$ cat config.mk
export PLATFORM = sky130hd
export DESIGN_NAME = wb_port_arbiter
export DESIGN_NICKNAME = d
export VERILOG_FILES = /design/src/rtl/wb_port_arbiter_pkg.sv /design/src/rtl/wb_req_fifo.sv /design/src/rtl/wb_port_arbiter.sv
export SDC_FILE = /design/constraint.sdc
export NUM_CORES = 1
export LEC_CHECK = 0
export CAP_MARGIN = 40
export CORE_MARGIN = 1
export CORE_UTILIZATION = 49
export CTS_CLUSTER_DIAMETER = 50
export DETAILED_ROUTE_END_ITERATION = 7
export GPL_TIMING_DRIVEN = 1
export PLACE_DENSITY = 0.79
export SLEW_MARGIN = 10
export SYNTH_ARGS = -nofsm -noshare
export SYNTH_HDL_FRONTEND = slang
export SYNTH_SLANG_ARGS = --single-unit
$ cat constraint.sdc
create_clock -name clk -period 3.2 [get_ports clk]
set_input_delay 0.64 -clock clk [delete_from_list [all_inputs] [get_ports clk]]
set_output_delay 0.64 -clock clk [all_outputs]
set_load 0.05 [all_outputs]
$ cat src/rtl/wb_port_arbiter_pkg.sv
// Shared widths and the writeback request bundle for the
// register-file write-port arbiter.
package wb_port_arbiter_pkg;

  localparam int REG_W  = 5;
  localparam int DATA_W = 32;

  typedef struct packed {
    logic              we;
    logic [REG_W-1:0]  rd;
    logic [DATA_W-1:0] data;
  } wb_req_t;

endpackage

$ cat src/rtl/wb_req_fifo.sv
// Holding FIFO for multi-cycle unit results awaiting the
// register-file write port; DEPTH must be a power of two.
module wb_req_fifo
  import wb_port_arbiter_pkg::*;
#(
  parameter int DEPTH = 2
) (
  input  logic                     clk,
  input  logic                     rst,
  input  logic                     push,
  input  wb_req_t                  din,
  input  logic                     pop,
  output wb_req_t                  head,
  output logic [$clog2(DEPTH):0]   count
);

  localparam int AW = $clog2(DEPTH);
  localparam int CW = AW + 1;

  wb_req_t        mem [DEPTH];
  logic [AW-1:0]  wr_ptr;
  logic [AW-1:0]  rd_ptr;

  always_ff @(posedge clk) begin
    if (push) mem[wr_ptr] <= din;
  end

  // Pointers wrap naturally because DEPTH is a power of two.
  always_ff @(posedge clk or posedge rst) begin
    if (rst) begin
      wr_ptr <= '0;
      rd_ptr <= '0;
      count  <= '0;
    end else begin
      if (push) wr_ptr <= wr_ptr + AW'(1);
      if (pop)  rd_ptr <= rd_ptr + AW'(1);
      count <= count + CW'(push) - CW'(pop);
    end
  end

  assign head = mem[rd_ptr];

endmodule

$ cat src/rtl/wb_port_arbiter.sv
// Register-file write-port arbiter: pipeline writeback vs MDU FIFO.
// Optional starvation guard enabled by WB_STARVE_GUARD_EN.
module wb_port_arbiter
  import wb_port_arbiter_pkg::*;
#(
  parameter int FIFO_DEPTH   = 2,
  parameter int STARVE_LIMIT = 4
) (
  input  logic              clk,
  input  logic              rst,
  input  logic              pipe_we,
  input  logic [REG_W-1:0]  pipe_reg,
  input  logic [DATA_W-1:0] pipe_data,
  output logic              pipe_stall,
  input  logic              mdu_valid,
  output logic              mdu_ready,
  input  logic [REG_W-1:0]  mdu_reg,
  input  logic [DATA_W-1:0] mdu_data,
  output logic              mdu_pending,
  output logic              rf_we,
  output logic [REG_W-1:0]  rf_waddr,
  output logic [DATA_W-1:0] rf_wdata
);

  localparam int CW = $clog2(FIFO_DEPTH) + 1;

  logic [CW-1:0] count;
  wb_req_t       head;
  wb_req_t       mdu_req;
  wb_req_t       sel;
  logic          pending;
  logic          push;
  logic          pop;
  logic          force_drain;
  logic          wr;

  assign pending     = count != '0;
  assign mdu_ready   = count != CW'(FIFO_DEPTH);
  assign mdu_pending = pending;
  assign push        = mdu_valid && mdu_ready;
  assign mdu_req     = '{we: 1'b1, rd: mdu_reg, data: mdu_data};

  wb_req_fifo #(
    .DEPTH (FIFO_DEPTH)
  ) u_fifo (
    .clk   (clk),
    .rst   (rst),
    .push  (push),
    .din   (mdu_req),
    .pop   (pop),
    .head  (head),
    .count (count)
  );

`ifdef WB_STARVE_GUARD_EN
  localparam int SW = $clog2(STARVE_LIMIT + 1);

  logic [SW-1:0] starve;

  assign force_drain = pending && (starve == SW'(STARVE_LIMIT));

  always_ff @(posedge clk or posedge rst) begin
    if (rst) begin
      starve <= '0;
    end else if (!pending || pop) begin
      starve <= '0;
    end else if (pipe_we && starve != SW'(STARVE_LIMIT)) begin
      starve <= starve + SW'(1);
    end
  end
`else
  logic unused_cfg;

  assign unused_cfg  = |STARVE_LIMIT;
  assign force_drain = 1'b0;
`endif

  assign pop        = pending && (!pipe_we || force_drain);
  assign pipe_stall = pipe_we && force_drain;

  always_comb begin
    sel = '{we: pipe_we, rd: pipe_reg, data: pipe_data};
    if (pop) sel = head;
  end

  // Writes to x0 are granted (and popped) but never reach the file.
  assign wr = sel.we && (sel.rd != '0);

  always_ff @(posedge clk or posedge rst) begin
    if (rst) begin
      rf_we    <= 1'b0;
      rf_waddr <= '0;
      rf_wdata <= '0;
    end else begin
      rf_we <= wr;
      if (wr) begin
        rf_waddr <= sel.rd;
        rf_wdata <= sel.data;
      end
    end
  end

endmodule

==> run summary <==
status - complete, no violations
Slew @ Worst Pin - 0.6347 ns
Yosys top cell by area - edfxtp_1
Area growth, synth to finish - 38.98%
Final Cycle Share - 0.8075
DRC Markers - 0
cells after synthesis - 316
dpl hpwl - 6237 microns
FF-to-FF path depth - 5
CTS hold repair buffers - 0
CTS Sinks - 116
FMAX - 387.0 MHz
YS warnings - 0
CTS tree - done
antenna viol nets, final - 0
min-delay worst type - flip-flop to flip-flop
gpl congestion - 0.7631
Post CTS Setup Buffer Count - 0
fillcell total - 623
Worst-path clk slew - 0.05 ns
syn nets - 396
htree depth - 4
DR vias - 2917
EDFF count, synth - 74
root buf cell - clkbuf_8
TritonRoute pass-1 iters - 4
port bufs - 117
most area-consuming cells after synthesis - edfxtp_1 46%, dfrtp_1 22%, mux2_4 8.7%
GRT Resource Usage Total - 0.1983
final net count - 522
initial antenna violation count - 0
post-CTS sizing - 0
Die ar. - 10270 sq um
core area - 9415 sq um
total grt overflow - 0
worst skew pair latency - 0.50 ns
Synth top area share - 0.4596
DP Worst Slack - 0.3713 ns
flops & latches, synth - 116
Die W - 101.3 microns
Via-to-Cell Ratio - 4.995
Crit. End Element - primary output
slew margin rel. - 0.5769
Mapped Area - 4835 sq um
unrepaired setup endpoints after global routing - no
Max Cap Viol - 0
min cycle time layout - 2.584 ns
vias in the first global route - 3083
Seq/Total Area, Yosys - 0.6770
Syn Area/Cell - 15.30 sq um
Clock Path Buffers - 2
critical setup path kind - flip-flop to primary output
Antenna Diode Count - 0
clock skew - 0.007456 ns
final wirelength - 9437 microns
Starting Density - 0.5135
count leader, synth - edfxtp_1
Leakage - 2.733 nW
Post-synth ARST share - 0.3621
final-report max-slew violation count - 0
Yosys cell types - 29
WHS Path Cells - 1
layout cell share with drive strength beyond 1 - 0.1692
PD cells - 1037 nW/um^2
Layout Utilization - 0.7136
startpoint types - flip-flop
endpoints failing hold - 0
DR WL/cell - 16.16 microns
first-pass GRT wire length - 14950 microns
Synth Flop Type - edfxtp_1
DRT iter0 DRCs - 88
Final Power - 0.006965 W
synth cell count leaders - 74 x edfxtp_1, 42 x dfrtp_1, 39 x nand2_1, 38 x mux2i_1, 36 x o21ai_0
# rows - 35
I/O pins - 119
largest net degree at the start of global routing - 41
post-route worst setup slack - 0.6159 ns
Worst Path Arrival - 1.94 ns
CP Max Fanout - 3
Final TNS setup - 0 ns
Die H - 101.3 microns
number of CTS-inserted buffers - 17
Worst VDD drop - 0.0005675 V
final setup vio count - 0
WP data required - 2.56 ns
-- routing by layer --
metal  up-vias  share of wire  track usage
met3         7          0.056      0.06073
li1       1407              -            -
met2        93           0.51       0.3396
met5         -              0            0
met1      1410           0.42       0.2370
met4         0          0.011      0.07246
-- per-stage QoR --
step | hold slack [ns] | cell area [sq um] | std cells
floorplan | 0.4608 | 4835 | 316
global placement | 0.4980 | 6130 | 552
detailed placement | 0.4964 | 6130 | 552
CTS | 0.5140 | 6719 | 584
global route | 0.5334 | 6719 | 584
finish | 0.5105 | 6719 | 584
-- cell usage in the layout (no fill, tap or decap), types with 2 or more instances in the layout --
master,instances
mux2_4,28
dfrtp_1,41
nor3_1,3
inv_1,7
clkinv_1,2
clkbuf_1,4
clkdlybuf4s50_1,117
ha_1,2
nand2_1,39
bufinv_16,4
clkinvlp_4,3
mux2_2,8
nor2_1,2
mux2i_1,38
o21ai_0,36
clkbuf_16,16
edfxtp_1,74
nor3b_1,2
buf_4,7
o22ai_1,2
xnor2_1,4
clkinv_2,2
-- path summary, 6_finish.rpt --
check                                      from  slack, ns            to
worst max-delay path            u_fifo.count[0]       0.62     mdu_ready
worst min-delay path                rf_wdata[0]       0.51   rf_wdata[0]
worst max register to register    u_fifo.rd_ptr       0.84  rf_wdata[13]
worst min register to register      rf_wdata[0]       0.51   rf_wdata[0]
max in group asynchronous                   rst       2.00   rf_wdata[8]
min in group asynchronous                   rst       0.52   rf_wdata[2]
-- worst max-delay path: stages (launching register included) --
cell and delay (ns):
dfrtp_1 0.41, inv_1 0.09, nand2_1 0.13, clkdlybuf4s50_1 0.82
-- state kept, by name, indices dropped and copies added, names as in the netlist --
register	cells
rf_we	1
u_fifo.count	2
rf_wdata	32
u_fifo.mem	74
rf_waddr	5
u_fifo.wr_ptr	1
u_fifo.rd_ptr	1
-- report_power, final --
part	leakage, nW	switching (W)	internal, W
clock	0.277	0.000603	0.00125
sequential	1.18	0.000290	0.00212
combinational	1.27	0.00159	0.00111
-- cells by family (layout without fill, tap and decap cells) --
logic type	Yosys count	in the layout	share of synthesized area
DFF	116	116	0.6770
muxes	74	74	0.1843
and+or+nand+nor	50	50	0.04374
AOI/OAI and AO/OA	43	43	0.04814
buffers and inverters	26	165	0.03364
xor gates and xnor gates	4	4	0.007246
adders and majority gates	2	2	0.005175
other	1	1	0.0007757
-- final cells by class --
cell class | instances | area [sq um] | area share
Multi-Input combinational cell | 174 | 1420 | 0.2114
Clock inverter | 11 | 160.2 | 0.02384
Clock buffer | 21 | 429.2 | 0.06387
Inverter | 8 | 30.03 | 0.004469
Timing Repair Buffer | 125 | 1244 | 0.1851
Sequential cell | 116 | 3274 | 0.4873
Tap cell | 129 | 161.4 | 0.02402
Note: power is estimated with default switching activity, not from simulation.
